==> src/rtl/shifter_pkg.sv <==
// rtl/shifter_pkg.sv - encodings shared by both ends of the serial shifter link
package shifter_pkg;

  typedef enum logic {
    S_IDLE = 1'b0,
    S_RECV = 1'b1
  } state_t;

  // Both link ends must agree on these so the bit order and line checking match.
  localparam int DIFF_OFF        = 0;
  localparam int DIFF_ON         = 1;
  localparam int BIT_MSB_FIRST   = 0;
  localparam int BIT_LSB_FIRST   = 1;

endpackage

==> src/rtl/deshifter.sv <==
// rtl/deshifter.sv - serial-to-parallel receiver with held data register and valid/ready
module deshifter
  import shifter_pkg::*;
#(
  parameter int WIDTH        = 8,
  parameter int DIFFERANTIAL = DIFF_OFF,
  parameter int LSB          = BIT_MSB_FIRST
) (
  input  logic             i_clk,
  input  logic             i_reset,
  input  logic             i_start,
  input  logic             i_bit_en,
  input  logic             i_in,
  input  logic             i_negin,
  input  logic             i_ready,
  output logic [WIDTH-1:0] o_data,
  output logic             o_valid,
  output logic             o_busy,
  output logic             o_overrun,
  output logic             o_diff_err
);

  localparam int            CW   = $clog2(WIDTH + 1);
  localparam logic [CW-1:0] LAST = CW'(WIDTH - 1);

  state_t           r_state;
  state_t           w_state_next;
  logic [WIDTH-1:0] r_sr;
  logic [WIDTH-1:0] w_sr_next;
  logic [WIDTH-1:0] r_data;
  logic [CW-1:0]    r_count;
  logic             r_valid;
  logic             r_overrun;
  logic             r_diff_err;
  logic             w_sample;
  logic             w_done;
  logic             w_line_bad;

  assign w_sr_next  = (LSB == BIT_LSB_FIRST) ? {i_in, r_sr[WIDTH-1:1]}
                                             : {r_sr[WIDTH-2:0], i_in};
  assign w_line_bad = (DIFFERANTIAL == DIFF_ON) && (i_in == i_negin);

  always_ff @(posedge i_clk) begin
    if (i_reset) r_state <= S_IDLE;
    else         r_state <= w_state_next;
  end

  // start always wins over bit_en, so a strobe coinciding with start is never sampled.
  always_comb begin
    w_state_next = r_state;
    w_sample     = 1'b0;
    w_done       = 1'b0;
    case (r_state)
      S_IDLE: if (i_start) w_state_next = S_RECV;
      S_RECV: begin
        if (!i_start && i_bit_en) begin
          w_sample = 1'b1;
          if (r_count == LAST) begin
            w_done       = 1'b1;
            w_state_next = S_IDLE;
          end
        end
      end
      default: w_state_next = S_IDLE;
    endcase
  end

  always_ff @(posedge i_clk) begin
    if (i_reset) begin
      r_sr       <= '0;
      r_count    <= '0;
      r_data     <= '0;
      r_valid    <= 1'b0;
      r_overrun  <= 1'b0;
      r_diff_err <= 1'b0;
    end else begin
      if (r_valid && i_ready) r_valid <= 1'b0;
      if (i_start) begin
        r_count <= '0;
      end else if (w_sample) begin
        r_sr    <= w_sr_next;
        r_count <= w_done ? '0 : r_count + CW'(1);
        if (w_line_bad) r_diff_err <= 1'b1;
      end
      // A word completing while the previous one is still unconsumed is dropped.
      if (w_done) begin
        if (!r_valid || i_ready) begin
          r_data  <= w_sr_next;
          r_valid <= 1'b1;
        end else begin
          r_overrun <= 1'b1;
        end
      end
    end
  end

  assign o_data     = r_data;
  assign o_valid    = r_valid;
  assign o_busy     = (r_state == S_RECV);
  assign o_overrun  = r_overrun;
  assign o_diff_err = r_diff_err;

endmodule

==> config.mk <==
export PLATFORM = sky130hd
export DESIGN_NAME = deshifter
export DESIGN_NICKNAME = d
export VERILOG_FILES = /design/src/rtl/shifter_pkg.sv /design/src/rtl/deshifter.sv
export SDC_FILE = /design/constraint.sdc
export NUM_CORES = 1
export LEC_CHECK = 0
export ABC_AREA = 1
export CORE_MARGIN = 4
export CORE_UTILIZATION = 35
export DETAILED_ROUTE_END_ITERATION = 8
export PLACE_DENSITY = 0.55
export SLEW_MARGIN = 10
export SYNTH_ARGS = -nofsm -noshare
export SYNTH_HDL_FRONTEND = slang
export SYNTH_SLANG_ARGS = --single-unit
==> constraint.sdc <==
create_clock -name i_clk -period 1.43 [get_ports i_clk]
set_input_delay 0.143 -clock i_clk [delete_from_list [all_inputs] [get_ports i_clk]]
set_output_delay 0.143 -clock i_clk [all_outputs]
set_load 0.05 [all_outputs]
# Yosys cells after proc, flatten, opt, wreduce, memory -nomap -nowiden
# Index checks and enable logic that the tools add are counted.
[word_totals]
word_cells = 33
register_bits = 22
out_inout_bits = 12
in_bits = 7
[op_classes]
reduce_logical = 9
n_addsub = 1
n_eq_ne = 1
muxes = 13
bitwise_logic = 3
[op_table]
columns = ["op", "count"]
rows = [
  ["2-to-1 mux 1 bit", 11],
  ["AND reduction 2 bit", 3],
  ["adder 4 x 1 -> 4 bit, second input constant", 1],
  ["equality test 4 x 3 -> 1 bit, second input constant", 1],
  ["2-to-1 mux 4 bit", 1],
  ["inverter 1 bit", 3],
  ["logical AND 1 bit", 2],
  ["zero test 1 bit", 2],
  ["case mux 1 bit (2 select lines)", 1],
  ["OR reduction 2 bit", 1],
  ["logical OR 1 bit", 1],
]

# Longest topological paths before layout
[logic_depth]
ltp_word = 5
ltp_mapped = 7
depth_no_buf = 7

# Worst setup path after synthesis
# OpenSTA, ideal clock, no wires.
[synth_path]
path_kind = "flip-flop to flip-flop"
start = "register r_state (netlist: o_busy)"
end = "register r_count[0]"
n_path_buf = 1
setup_time_ps = 116
required_ps = 1314
stages_incl_launch_ff = 5
slack_ps = 58
arrival_ps = 1256
period_less_slack_ps = 1372
path_cell_list = "dfxtp_1 > nand2_2 > buf_6 > o21ai_1 > a21oi_1"
[synth_between]
elab_chain_len = 2
word_cells_on_any_way = 3
classes_between = "mux (3)"
[synth_rtl]
columns = ["element", "line", "text"]
rows = [
  ["start, declared", "deshifter.sv:26", "state_t r_state;"],
  ["start signal, assigned", "deshifter.sv:45", "else r_state <= w_state_next;"],
  ["2-to-1 mux 1 bit", "deshifter.sv:53", "case (r_state)"],
  ["2-to-1 mux 4 bit", "deshifter.sv:82", "r_count <= w_done ? '0 : r_count + CW'(1);"],
  ["end signal, assigned", "deshifter.sv:82", ""],
  ["end, declared", "deshifter.sv:31", "logic [CW-1:0] r_count;"],
]
# Several ways; a longest one is shown, not always the timed one.
# A chain may end at the register's enable or synchronous reset.

# Worst setup path after layout
[layout_path]
start = "register r_count[0]"
end = "register r_count[3]"
[layout_between]
elab_chain_len = 5
word_cells_on_any_way = 6
classes_between = "add/sub (1); eq/ne (1); mux (4)"
[layout_rtl]
columns = ["element", "line", "text"]
rows = [
  ["equality test 4 x 3 -> 1 bit", "deshifter.sv:58", "if (r_count == LAST) begin"],
  ["2-to-1 mux 1 bit", "deshifter.sv:58", ""],
  ["2-to-1 mux 1 bit", "deshifter.sv:56", "if (!i_start && i_bit_en) begin"],
  ["2-to-1 mux 1 bit", "deshifter.sv:53", ""],
  ["2-to-1 mux 4 bit (*)", "deshifter.sv:82", ""],
]
# Every way passes the cells marked *; elsewhere a longest branch is shown, timed or not.

==> results.txt <==
----------------------------------------------------
[Setup path]
  Cell family with most CP delay ... simple AND/OR/NAND/NOR gates
  Crit path DAT ... 1.51 ns
  Crit path launch type ... flop
  CP Capture Type ... flop
  Delay of the slowest cell on the worst path ... 0.35 ns
  Worst path bufs/invs ... 1
  Critical-path cell with the highest stage delay ... sky130_fd_sc_hd__dfxtp_2
  Worst-path fanout max ... 6
  Category of the most critical setup path ... flop to flop
  Critical path required time ... 1.64 ns
  Critical path cell sequence ... ha_1 -> nand3_2 -> nor2_4 -> buf_4 -> nand2_1 -> nand3_1 -> nor2_1

[Global route]
  Vias in the first global route ... 791
  Number of antenna violations at the first check in global routing ... 0
  Gr ovfl total ... 0
  Global-route wire length before repair ... 3.53 mm
  Maximum number of pins on one net before global-route repair ... 19
  Combined global-route utilization of all metal layers ... 10.8%

[Routing]
  Number of detailed-routing iterations run before antenna repair ... 4
  Number of nets still failing antenna checks after routing ... 0
  Wire per inst ... 9.99 um
  Total wire length ... 1.91 mm
  Avg Vias per Cell ... 4.51
  Via count ... 862
  Iteration-0 DRC count of the detailed router ... 30
  Post-route DRC ... 0

[CTS]
  Buffer levels on the longest clock path ... 2
  TritonCTS Sinks ... 22
  CTS tree ... done
  Insertion delay to the later sink of the worst-skew pair ... 0.30 ns
  Cts bufs inserted ... 3
  Clock transition at the registers of the reported paths ... 0.12 ns
  Hold buffer count at CTS ... 0
  Number of levels in the clock H-tree ... 1
  Root buffer cell ... sky130_fd_sc_hd__clkbuf_4

[Floorplan]
  Die height ... 62.1 um
  Floorplan row count ... 19
  Starting density of the core ... 36.9%
  Die width ... 62.1 um
  Core Footprint ... 2780 um^2
  Area of the die ... 3860 um^2
  I/O pin cnt ... 19

[Min path]
  Class of the worst hold path ... flop to flop

[Power and ir drop]
  Total chip power ... 0.00101 W
  Maximum ir drop on the vdd rail ... 0.000433 V
  Pwr Density ... 795 nW/um^2
  Leakage power of the design ... 0.579 nW

[Yosys]
  Number of flip-flops and latches in the synthesized netlist ... 22
  Number of unique standard cell types used by synthesis ... 24
  Area share of the largest cell type after synthesis ... 42.9%
  Post-synthesis sequential area ratio ... 42.9%
  Ranking of synthesized cells by area ... sky130_fd_sc_hd__dfxtp_1, sky130_fd_sc_hd__inv_1, sky130_fd_sc_hd__nand2_1
  Cell type with the highest aggregate area in the netlist ... sky130_fd_sc_hd__dfxtp_1
  Prevailing post-synth register cell ... sky130_fd_sc_hd__dfxtp_1
  Async SR Flop Fraction ... 0%
  Synth Cell Area ... 1030 um^2
  Syn_area_per_cell ... 7.49 um^2
  Gate count of the mapped netlist ... 137
  EDFF count, synth ... 0
  Synthesized netlist net count ... 145
  Number of synthesis warnings ... 0

[STA]
  Worst-case clock skew ... 0.00981 ns
  Final Critical Period ... 1.30 ns
  Maximum clock frequency ... 770 MHz
  Hold Vio Cnt, Final ... 0
  Setup Viol. Count Final ... 0
  Fraction of the cycle the final worst path needs ... 90.8%
  Max-slew violation count ... 0
  Unrepaired setup endpoints after global routing ... no

[Final layout]
  Summed area of non-filler cells in the final layout ... 1270 um^2
  Share of the core filled with cells ... 45.7%
  Commonest non-fill, non-tap cell in the layout ... sky130_fd_sc_hd__inv_1
  Layout area overhead ... 24.0%
  Highest-count cells in the layout ignoring fill and taps ... sky130_fd_sc_hd__inv_1, sky130_fd_sc_hd__nand2_1, sky130_fd_sc_hd__dfxtp_1
  Antenna diode instance count ... 0
  Net count reported at finish ... 170
  Share of post-route cells with drive strength above 1 ... 21.3%

[Place]
  Cell area after placement ... 1220 um^2
  Gp weighted congestion ... 0.713
  Detailed placement HPWL ... 1.45 mm
  Number of buffer cells added on primary ports ... 16

[Job]
  Reported max-cap violation count ... 0

[Outcome]
  Result of the run ... completed

----------------------------------------------------
==> metal layers <==
metal | vias up | wire [um] | track usage, %
met4 | 0 | 23 | 4.88
met3 | 2 | 103 | 2.34
met5 | - | 0 | 0
met2 | 27 | 845 | 15.7
li1 | 465 | - | -
met1 | 368 | 935 | 15.1
==> power by group <==
part           total, W  switching [W]  internal (W)  leakage [nW]
logic          0.000105      0.0000611     0.0000442         0.386
registers      0.000632     0.00000766      0.000625         0.179
clock network  0.000274       0.000176     0.0000980        0.0138
==> Yosys cell counts (2+ instances only) <==
master                    number
sky130_fd_sc_hd__inv_1        32
sky130_fd_sc_hd__dfxtp_1      22
sky130_fd_sc_hd__nand2_1      20
sky130_fd_sc_hd__nor2_1       15
sky130_fd_sc_hd__a21oi_1       9
sky130_fd_sc_hd__nand4_1       8
sky130_fd_sc_hd__o21ai_0       8
sky130_fd_sc_hd__buf_6         3
sky130_fd_sc_hd__nand3_1       3
sky130_fd_sc_hd__buf_4         2
sky130_fd_sc_hd__o21ai_1       2
==> cell families after synthesis <==
group	Yosys count	synth area share (%)
compound gates	21	10.9
other cells	1	0.366
fa+ha+maj	1	1.22
simple gates	52	26.5
buf+inv	39	17.3
xor+xnor	1	0.854
flops	22	42.9
==> registers in the layout, indices dropped and copies added (netlist names) <==
register,cells
o_valid,1
r_count,4
o_busy,1
o_overrun,1
o_data,8
r_sr,7
==> final timing paths <==
path / from / end / slack, ns / cells after the start
worst max-delay path: r_count[0] / r_count[3] / 0.13 / 7
worst min-delay path: o_overrun / o_overrun / 0.47 / 2
worst max register to register: r_count[0] / r_count[3] / 0.13 / 7
worst min register to register: o_overrun / o_overrun / 0.47 / 2
==> worst reg2reg max path, stage by stage (launching register included) <==
cell and delay, ns:
sky130_fd_sc_hd__dfxtp_2 0.35, sky130_fd_sc_hd__ha_1 0.18, sky130_fd_sc_hd__nand3_2 0.11, sky130_fd_sc_hd__nor2_4 0.21, sky130_fd_sc_hd__buf_4 0.15, sky130_fd_sc_hd__nand2_1 0.08, sky130_fd_sc_hd__nand3_1 0.09, sky130_fd_sc_hd__nor2_1 0.04
==> per-stage QoR <==
stage | setup WS, ns | std cells | hold WS (ns) | TNS (ns)
after global placement | -0.0221 | 185 | 0.450 | -0.150
after detailed placement | -0.0640 | 185 | 0.458 | -0.488
after CTS | 0.0435 | 188 | 0.476 | 0
after global routing | 0.0100 | 191 | 0.497 | 0
final | 0.132 | 191 | 0.469 | 0
after floorplan | 0.0580 | 137 | 0.205 | 0
==> timing repair <==
action                                  CTS  global route
setup buffers                             0             3
endpoints found under the setup margin    0            10
gates resized for setup                   0             3
==> final cells by class <==
class,instances,area (um^2)
clock buffers,3,22.5
fillers,297,1510
well taps,31,38.8
multi-input cells,76,408
flip-flops and latches,22,443
inverters,33,124
repair buffers,26,236
(Power assumes the default switching activity.)
